## src/rtl/behav_counter_sequencer.sv

```systemverilog
`default_nettype none
// ============================================================================
//  Module      : behav_counter_sequencer
//  Description : Command-driven initiator for a behav_counter instance. It
//                shadows the expected count and checks qd after every command.
//  Revision    : 1.0  initial release
// ============================================================================
module behav_counter_sequencer #(
    parameter int WIDTH = 8,
    parameter int CNT_W = 8
) (
    input  logic             clk,
    input  logic             rst_n,
    input  logic             cmd_valid,
    output logic             cmd_ready,
    input  logic [1:0]       cmd_op,
    input  logic [WIDTH-1:0] cmd_data,
    input  logic [CNT_W-1:0] cmd_count,
    output logic             ctr_clear,
    output logic             ctr_load,
    output logic [WIDTH-1:0] ctr_d,
    output logic             ctr_up_down,
    input  logic [WIDTH-1:0] ctr_qd,
    output logic             done,
    output logic [WIDTH-1:0] done_value,
    output logic             done_err,
    output logic             err_sticky
);

    typedef enum logic [1:0] {
        S_INIT  = 2'd0,
        S_IDLE  = 2'd1,
        S_EXEC  = 2'd2,
        S_CHECK = 2'd3
    } state_t;

    localparam logic [1:0] OP_CLEAR = 2'b00;
    localparam logic [1:0] OP_LOAD  = 2'b01;

    state_t             state_q, state_d;
    logic [WIDTH-1:0]   exp_q, exp_d;
    logic [CNT_W-1:0]   steps_q, steps_d;
    logic [1:0]         op_q, op_d;
    logic [WIDTH-1:0]   data_q, data_d;
    logic               err_sticky_q, err_sticky_d;

    always_ff @(posedge clk or negedge rst_n) begin
        if (!rst_n) begin
            state_q      <= S_INIT;
            exp_q        <= '0;
            steps_q      <= '0;
            op_q         <= OP_CLEAR;
            data_q       <= '0;
            err_sticky_q <= 1'b0;
        end else begin
            state_q      <= state_d;
            exp_q        <= exp_d;
            steps_q      <= steps_d;
            op_q         <= op_d;
            data_q       <= data_d;
            err_sticky_q <= err_sticky_d;
        end
    end

    always_comb begin
        state_d      = state_q;
        exp_d        = exp_q;
        steps_d      = steps_q;
        op_d         = op_q;
        data_d       = data_q;
        err_sticky_d = err_sticky_q;
        // Default drive parks the counter at the shadow value.
        cmd_ready    = 1'b0;
        ctr_clear    = 1'b0;
        ctr_load     = 1'b1;
        ctr_d        = exp_q;
        ctr_up_down  = 1'b1;
        done         = 1'b0;
        done_value   = '0;
        done_err     = 1'b0;

        case (state_q)
            S_INIT: begin
                ctr_clear = 1'b1;
                ctr_load  = 1'b0;
                exp_d     = '0;
                state_d   = S_IDLE;
            end
            S_IDLE: begin
                cmd_ready = 1'b1;
                if (cmd_valid) begin
                    op_d    = cmd_op;
                    data_d  = cmd_data;
                    steps_d = cmd_count;
                    if (cmd_op[1] && (cmd_count == '0)) begin
                        state_d = S_CHECK;
                    end else begin
                        state_d = S_EXEC;
                    end
                end
            end
            S_EXEC: begin
                case (op_q)
                    OP_CLEAR: begin
                        ctr_clear = 1'b1;
                        ctr_load  = 1'b0;
                        exp_d     = '0;
                        state_d   = S_CHECK;
                    end
                    OP_LOAD: begin
                        ctr_d   = data_q;
                        exp_d   = data_q;
                        state_d = S_CHECK;
                    end
                    default: begin
                        ctr_load    = 1'b0;
                        ctr_up_down = ~op_q[0];
                        exp_d       = op_q[0] ? (exp_q - 1'b1) : (exp_q + 1'b1);
                        steps_d     = steps_q - 1'b1;
                        if (steps_q == CNT_W'(1)) begin
                            state_d = S_CHECK;
                        end
                    end
                endcase
            end
            S_CHECK: begin
                done       = 1'b1;
                done_value = ctr_qd;
                done_err   = (ctr_qd != exp_q);
                if (ctr_qd != exp_q) begin
                    err_sticky_d = 1'b1;
                end
                state_d = S_IDLE;
            end
            default: state_d = S_INIT;
        endcase
    end

    assign err_sticky = err_sticky_q;

endmodule
`default_nettype wire

```

## config.mk

```make
export PLATFORM = sky130hd
export DESIGN_NAME = behav_counter_sequencer
export DESIGN_NICKNAME = d
export VERILOG_FILES = /design/src/rtl/behav_counter_sequencer.sv
export SDC_FILE = /design/constraint.sdc
export NUM_CORES = 1
export LEC_CHECK = 0
export ABC_CLOCK_PERIOD_IN_PS = 2300
export CAP_MARGIN = 5
export CORE_AREA = 2 2 66 68
export CTS_BUF_LIST = sky130_fd_sc_hd__clkbuf_8
export DETAILED_ROUTE_END_ITERATION = 16
export DIE_AREA = 0 0 68 70
export PLACE_DENSITY_LB_ADDON = 0.15
export SETUP_SLACK_MARGIN = 0.02
export SKIP_LAST_GASP = 1
export SLEW_MARGIN = 20
export SYNTH_ARGS = -nofsm -noshare
export SYNTH_HDL_FRONTEND = slang
export SYNTH_SLANG_ARGS = --single-unit
```

## constraint.sdc

```tcl
create_clock -name clk -period 2.3 [get_ports clk]
set_input_delay 0.345 -clock clk [delete_from_list [all_inputs] [get_ports clk]]
set_output_delay 0.345 -clock clk [all_outputs]
set_load 0.05 [all_outputs]
```

==> results of run 1 <==
flip-flops by register name (all words and copies together), names as in the netlist:
register    flops
data_q          8
exp_q           8
steps_q         8
op_q            2
state_q         2
err_sticky      1
repair_timing:
item                                    4_1_cts  5_1_grt
pin swaps                                     0        0
cloned                                        0        0
endpoints found under the hold margin         0        0
endpoints found under the setup margin        9       11
hold buffers                                  0        0
resized for setup                             1        5
cell type report:
cell class	instances	area (µm²)	share of cell area (%)
sequential	29	726	26.3
inverter	7	26.3	0.951
clock buffer	5	68.8	2.49
clock inverter	3	46.3	1.68
timing repair buffer	58	656	23.7
multi-input combinational	168	1170	42.5
tap	52	65.1	2.36
path summary, 6_finish.rpt:
check	to	depth (start not counted)
max	ctr_d[1]	7
max in group asynchronous	exp_q[1]	2
min reg2reg	err_sticky	1
max reg2reg	exp_q[7]	6
min in group clk	err_sticky	1
min	steps_q[2]	2
layer usage:
layer	GRT usage [%]	part of all wire (%)
met5	0	0
met4	6.22	1.2
met3	4.51	5.3
met2	32.8	48
met1	29.4	46
power breakdown:
group          leakage (µW)  total, µW  switching [µW]  internal (µW)
combinational      0.000877       2640            1440           1200
sequential         0.000348       1040             296            743
clock             0.0000543        538             214            324
kinds of logic (layout without fill, tap and decap cells):
| logic type | count (synthesis) | in the layout |
|---|---|---|
| buffers and inverters | 12 | 73 |
| muxes | 15 | 15 |
| xor gates and xnor gates | 15 | 15 |
| AOI/OAI and AO/OA | 51 | 51 |
| adders and majority gates | 14 | 14 |
| DFF | 29 | 29 |
| and+or+nand+nor | 73 | 73 |
critical path: stages (launching register included):
cell and delay (ns):
dfrtp_1 0.41, inv_1 0.12, ha_1 0.19, nor2b_2 0.24, and2_4 0.23, nand2_1 0.10, nand2_1 0.12, buf_12 0.14
synthesized netlist by cell type (4+ instances only):
cell | count | share of area [%]
nor4_1 | 4 | 1.3
a21o_1 | 4 | 1.5
inv_1 | 7 | 1.4
and2_1 | 9 | 2.9
a21oi_1 | 11 | 2.8
a22oi_1 | 5 | 1.9
nand3_1 | 5 | 1.3
ha_1 | 13 | 8.4
xor2_1 | 12 | 5.4
nand2_1 | 32 | 6.2
nor2_1 | 10 | 1.9
o21ai_0 | 16 | 4.1
o22ai_1 | 5 | 1.6
dfrtp_1 | 29 | 37
mux2_2 | 11 | 6.4
stage by stage:
| stage | std cells | util, % | cell area (µm²) |
|---|---|---|---|
| finish | 322 | 66.7 | 2760 |
| global route | 322 | 66.7 | 2760 |
| CTS | 322 | 66.4 | 2750 |
| detailed placement | 314 | 63.6 | 2640 |
| global placement | 314 | 63.6 | 2640 |
| floorplan | 209 | - | 1940 |
==> metrics.txt, run 1 <==
# TYPE chip_impl_metric gauge
chip_impl_metric{name="synth_compound_gate_area_share",unit="%"} 16.4
chip_impl_metric{name="crit_arrival",unit="ns"} 1.84
chip_impl_metric{name="die_area",unit="µm²"} 4760
chip_impl_metric{name="clock_network_latency_to_the_later_pin_of_the_worst_skew_pair",unit="ns"} 0.28
chip_impl_metric{name="area_delta_synth_final",unit="%"} 42.2
chip_impl_info{name="worst-setup-path-type",value="register to output port"} 1
chip_impl_metric{name="place_congestion",unit=""} 0.907
chip_impl_metric{name="grt_remaining_overflow",unit=""} 0
chip_impl_metric{name="cts_inserted_buffers",unit=""} 5
chip_impl_metric{name="first_pass_iteration_count_of_the_detailed_router",unit=""} 4
chip_impl_metric{name="post_cts.repair.setup_buffers",unit=""} 0
chip_impl_metric{name="period_minus_slack",unit="ns"} 2.18
chip_impl_metric{name="design_power_total",unit="µW"} 4220
chip_impl_metric{name="net_count_after_synthesis",unit=""} 252
chip_impl_metric{name="power.density_cell_area",unit="nW/µm²"} 1530
chip_impl_metric{name="p_leak",unit="µW"} 0.00128
chip_impl_metric{name="power.ir.vdd_worst",unit="V"} 0.000785
chip_impl_metric{name="first_iter_violations",unit=""} 83
chip_impl_metric{name="cap_violations",unit=""} 0
chip_impl_metric{name="worst_pin_slew",unit="ns"} 0.505
chip_impl_info{name="most_used_cells_in_the_layout_excluding_fill_and_tap_cells",value="nand2_1, dfrtp_1, clkdlybuf4s50_1, buf_4, o21ai_0"} 1
chip_impl_metric{name="netlist-cell-type-count",unit=""} 38
chip_impl_metric{name="grt_max_degree",unit=""} 30
chip_impl_metric{name="timing.max_slew.rel_slack",unit="%"} 66.3
chip_impl_metric{name="initial_antenna_violation_count",unit=""} 0
chip_impl_metric{name="synthesis.area",unit="µm²"} 1940
chip_impl_metric{name="slew_viol_final",unit=""} 0
chip_impl_metric{name="period_share",unit="%"} 94.9
chip_impl_metric{name="fin_worst_hold_slack",unit="ns"} 0.438
chip_impl_metric{name="finalWirelength",unit="mm"} 4.53
chip_impl_metric{name="route.detailed.vias_per_inst",unit=""} 5.44
chip_impl_metric{name="clock.fmax",unit="GHz"} 0.458
chip_impl_info{name="hold_path.class",value="input port to async pin"} 1
chip_impl_metric{name="drive_above_1_share",unit="%"} 20.7
chip_impl_metric{name="cts.sinks",unit=""} 29
chip_impl_metric{name="place_worst_setup_slack",unit="ns"} 0.250
chip_impl_info{name="crit_start",value="state_q[0]"} 1
chip_impl_metric{name="fin_setup_tns",unit="ns"} 0
chip_impl_metric{name="worst-endpoint-required",unit="ns"} 1.96
chip_impl_metric{name="global_route_wire_length_before_repair",unit="mm"} 7.66
chip_impl_metric{name="grt_util_all_layers",unit="%"} 21.1
chip_impl_info{name="status",value="finished, final reports clean"} 1
chip_impl_metric{name="vias",unit=""} 1753
chip_impl_info{name="synth_top_family_by_area",value="simple AND/OR/NAND/NOR gates"} 1
chip_impl_metric{name="synthAdderAreaFrac",unit="%"} 9.40
chip_impl_metric{name="synthArstFlopShare",unit="%"} 100
chip_impl_metric{name="design.final.nets",unit=""} 312
chip_impl_metric{name="core.rowCount",unit=""} 24
chip_impl_info{name="r2r-start",value="op_q[0]"} 1
chip_impl_metric{name="nFillCells",unit=""} 356
chip_impl_metric{name="floorplan.core_area",unit="µm²"} 4140
chip_impl_metric{name="timing.clock.skew",unit="ns"} 0.00775
chip_impl_metric{name="synthesized_instance_count",unit=""} 209
chip_impl_metric{name="timing.final.hold_violations",unit=""} 0
chip_impl_metric{name="synth-edff-count",unit=""} 0
chip_impl_metric{name="cts_htree_levels",unit=""} 2
chip_impl_metric{name="synth_mux_area_share",unit="%"} 8.69
chip_impl_metric{name="floorplan.initialDensity",unit="%"} 46.9
chip_impl_metric{name="synthesis.area_per_instance",unit="µm²"} 9.30
chip_impl_metric{name="crit_path_max_fanout",unit=""} 9
chip_impl_metric{name="clk_transition_reported_paths",unit="ns"} 0.07
chip_impl_metric{name="numPortBuffers",unit=""} 51
chip_impl_metric{name="share_of_synthesized_cell_area_in_and_or_nand_and_nor_gates",unit="%"} 18.9
chip_impl_info{name="mostFrequentLayoutCell",value="nand2_1"} 1
chip_impl_metric{name="dp_hpwl",unit="mm"} 3.53
chip_impl_metric{name="chipWidth",unit="µm"} 68
chip_impl_metric{name="number_of_failing_setup_endpoints_in_the_final_timing_report",unit=""} 0
chip_impl_metric{name="synth_xor_area_share",unit="%"} 6.76
chip_impl_metric{name="ys_ff_latch",unit=""} 29
chip_impl_info{name="setup_repair_after_global_routing_missed_its_margin",value="false"} 1
chip_impl_info{name="postSynth.topFlopCell",value="dfrtp_1"} 1
chip_impl_metric{name="max-clock-path-buffers",unit=""} 2
chip_impl_metric{name="setup_slack",unit="ns"} 0.118
chip_impl_metric{name="antennaDiodeCount",unit=""} 0
chip_impl_metric{name="drc",unit=""} 0
chip_impl_info{name="root_buffer",value="clkbuf_8"} 1
chip_impl_info{name="worstSetupStartpointType",value="register"} 1
chip_impl_metric{name="die_y",unit="µm"} 70
chip_impl_metric{name="grt_pass1_vias",unit=""} 1642
chip_impl_metric{name="worst-r2r-setup-slack",unit="ns"} 0.38
chip_impl_metric{name="part_of_the_yosys_area_used_for_sequential_elements",unit="%"} 37.3
chip_impl_metric{name="yosysWarnings",unit=""} 0
chip_impl_info{name="end_kind",value="output port"} 1
chip_impl_metric{name="io_pins",unit=""} 52
chip_impl_info{name="clock_tree_from_tritoncts",value="built"} 1
chip_impl_metric{name="detail_route.wl_per_cell",unit="µm"} 14.1
chip_impl_metric{name="postRouteAntennaNets",unit=""} 0
Note: power is estimated with default switching activity, not from simulation.
==> run 2, diff against run 1 <==
Settings changed: ABC_CLOCK_PERIOD_IN_PS 2300 to 2100, CORE_AREA 2 2 66 68 to 2 2 69 71, DIE_AREA 0 0 68 70 to 0 0 71 73.
Clock period 2.3 ns to 2.1 ns, I/O delays scaled along.
==> metrics.txt, run 2 (synthesis gave the netlist of run 1 again) <==
# TYPE chip_impl_metric gauge
chip_impl_metric{name="timing.critical_path.buf_inv",unit=""} 3
chip_impl_metric{name="timing.final.hold_violations",unit=""} 0
chip_impl_info{name="clock_tree_from_tritoncts",value="built"} 1
chip_impl_metric{name="slew_viol_final",unit=""} 0
chip_impl_metric{name="detail_route.wl_per_cell",unit="µm"} 14.1
chip_impl_info{name="worstPathCellList",value="inv_2, ha_4, nor2b_4, and2_4, buf_12, nand2_1, nand2_1, buf_12"} 1
chip_impl_metric{name="worst-endpoint-required",unit="ns"} 1.78
chip_impl_metric{name="cts.sinks",unit=""} 29
chip_impl_metric{name="crit_arrival",unit="ns"} 1.70
chip_impl_metric{name="cts_htree_levels",unit=""} 2
chip_impl_metric{name="final_std_cell_area_no_fill",unit="µm²"} 2900
chip_impl_metric{name="die_y",unit="µm"} 73
chip_impl_metric{name="clk_transition_reported_paths",unit="ns"} 0.06
chip_impl_info{name="most_used_cells_in_the_layout_excluding_fill_and_tap_cells",value="dfrtp_1, clkdlybuf4s50_1, nand2_1, buf_12, o21ai_0"} 1
chip_impl_metric{name="dp_hpwl",unit="mm"} 3.54
chip_impl_metric{name="hold_buf_count_cts",unit=""} 0
chip_impl_metric{name="power.density_cell_area",unit="nW/µm²"} 1630
chip_impl_info{name="cp_top_family",value="simple AND/OR/NAND/NOR gates"} 1
chip_impl_metric{name="design.final.nets",unit=""} 316
chip_impl_metric{name="power.ir.vdd_worst",unit="V"} 0.000770
chip_impl_metric{name="global_route_wire_length_before_repair",unit="mm"} 7.56
chip_impl_info{name="hold_path.class",value="input port to async pin"} 1
chip_impl_metric{name="timing.clock.skew",unit="ns"} 0.00661
chip_impl_metric{name="finish.utilization",unit="%"} 63.9
chip_impl_metric{name="cts_inserted_buffers",unit=""} 5
chip_impl_metric{name="route.detailed.vias_per_inst",unit=""} 5.38
chip_impl_metric{name="grt_pass1_vias",unit=""} 1689
chip_impl_info{name="setup_repair_after_global_routing_missed_its_margin",value="true"} 1
chip_impl_metric{name="fin_setup_tns",unit="ns"} 0
chip_impl_metric{name="p_leak",unit="µW"} 0.00130
chip_impl_metric{name="postRouteAntennaNets",unit=""} 0
chip_impl_metric{name="vias",unit=""} 1766
chip_impl_info{name="critical_path.slowest_cell",value="dfrtp_1"} 1
chip_impl_metric{name="clock_network_latency_to_the_later_pin_of_the_worst_skew_pair",unit="ns"} 0.29
chip_impl_metric{name="placedInstanceArea",unit="µm²"} 2760
chip_impl_metric{name="cp_slowest_stage_delay",unit="ns"} 0.39
chip_impl_metric{name="first_iter_violations",unit=""} 48
chip_impl_metric{name="finalWirelength",unit="mm"} 4.63
chip_impl_metric{name="clock.fmax",unit="GHz"} 0.497
chip_impl_metric{name="grt_remaining_overflow",unit=""} 0
chip_impl_metric{name="drc",unit=""} 0
chip_impl_metric{name="grt_max_degree",unit=""} 30
chip_impl_metric{name="period_share",unit="%"} 95.9
chip_impl_metric{name="period_minus_slack",unit="ns"} 2.01
chip_impl_metric{name="floorplan.initialDensity",unit="%"} 42.8
chip_impl_info{name="status",value="finished, final reports clean"} 1
chip_impl_metric{name="floorplan.core_area",unit="µm²"} 4540
chip_impl_metric{name="worst_pin_slew",unit="ns"} 0.487
chip_impl_metric{name="crit_path_max_fanout",unit=""} 13
chip_impl_info{name="end_kind",value="output port"} 1
chip_impl_metric{name="timing.max_slew.rel_slack",unit="%"} 67.5
chip_impl_metric{name="number_of_failing_setup_endpoints_in_the_final_timing_report",unit=""} 0
chip_impl_metric{name="cap_violations",unit=""} 0
chip_impl_metric{name="place_congestion",unit=""} 0.815
chip_impl_metric{name="drive_above_1_share",unit="%"} 24.8
chip_impl_metric{name="grt_util_all_layers",unit="%"} 19.1
chip_impl_metric{name="core.rowCount",unit=""} 25
chip_impl_metric{name="chipWidth",unit="µm"} 71
chip_impl_metric{name="first_pass_iteration_count_of_the_detailed_router",unit=""} 4
chip_impl_metric{name="antennaDiodeCount",unit=""} 0
chip_impl_info{name="worst-setup-path-type",value="register to output port"} 1
chip_impl_metric{name="initial_antenna_violation_count",unit=""} 0
chip_impl_info{name="top_regs",value="data_q x8, exp_q x8, steps_q x8"} 1
chip_impl_metric{name="numPortBuffers",unit=""} 51
chip_impl_info{name="worstSetupStartpointType",value="register"} 1
chip_impl_info{name="root_buffer",value="clkbuf_8"} 1
chip_impl_metric{name="area_delta_synth_final",unit="%"} 49.1
chip_impl_metric{name="io_pins",unit=""} 52
chip_impl_metric{name="max-clock-path-buffers",unit=""} 2
chip_impl_metric{name="die_area",unit="µm²"} 5180
run 2: final timing paths:
check / startpoint / end / slack [ns] / cells past startpoint
worst max-delay path: state_q[0] / ctr_d[6] / 0.09 / 8
worst min register to register: err_sticky / err_sticky / 0.46 / 1
worst min-delay path: rst_n / state_q[0] / 0.41 / 2
min in group clk: err_sticky / err_sticky / 0.46 / 1
worst max register to register: op_q[0] / exp_q[6] / 0.23 / 6
max in group asynchronous: rst_n / steps_q[5] / 1.41 / 2
run 2: report_power, final:
group | leakage (µW) | total (µW) | switching (µW) | internal [µW]
sequential | 0.000348 | 1120 | 308 | 815
combinational | 0.000902 | 3150 | 1660 | 1490
clock | 0.0000491 | 448 | 224 | 224
total | 0.00130 | 4720 | 2190 | 2530
run 2: final cells by class:
cell class / instances / area, µm²
fillers: 379 / 1640
multi-input cells: 168 / 1210
repair buffers: 62 / 788
flip-flops and latches: 29 / 726
clock buffers: 5 / 68.8
well taps: 54 / 67.6
inverters: 7 / 26.3
clock inverters: 3 / 13.8
run 2: what timing repair did:
action / in CTS / in global routing
setup buffers: 2 / 1
endpoints found under the setup margin: 9 / 9
resized for setup: 4 / 5
run 2: per-layer routing:
layer | GRT usage (%) | part of all wire (%) | vias up
li1 | - | - | 877
met1 | 22.3 | 43 | 821
met2 | 32.7 | 49 | 55
met3 | 5.66 | 5.6 | 13
met4 | 8.39 | 2.5 | 0
met5 | 0 | 0 | -
run 2: through the flow:
stage	std cells	hold slack, ns	setup slack, ns	power, µW
global placement	317	0.451	0.178	4150
finish	328	0.408	0.0864	4720
global route	328	0.453	0.0143	5050
detailed placement	317	0.455	0.136	4200
CTS	327	0.416	0.0362	4700
floorplan	209	0.0194	0.0362	3000
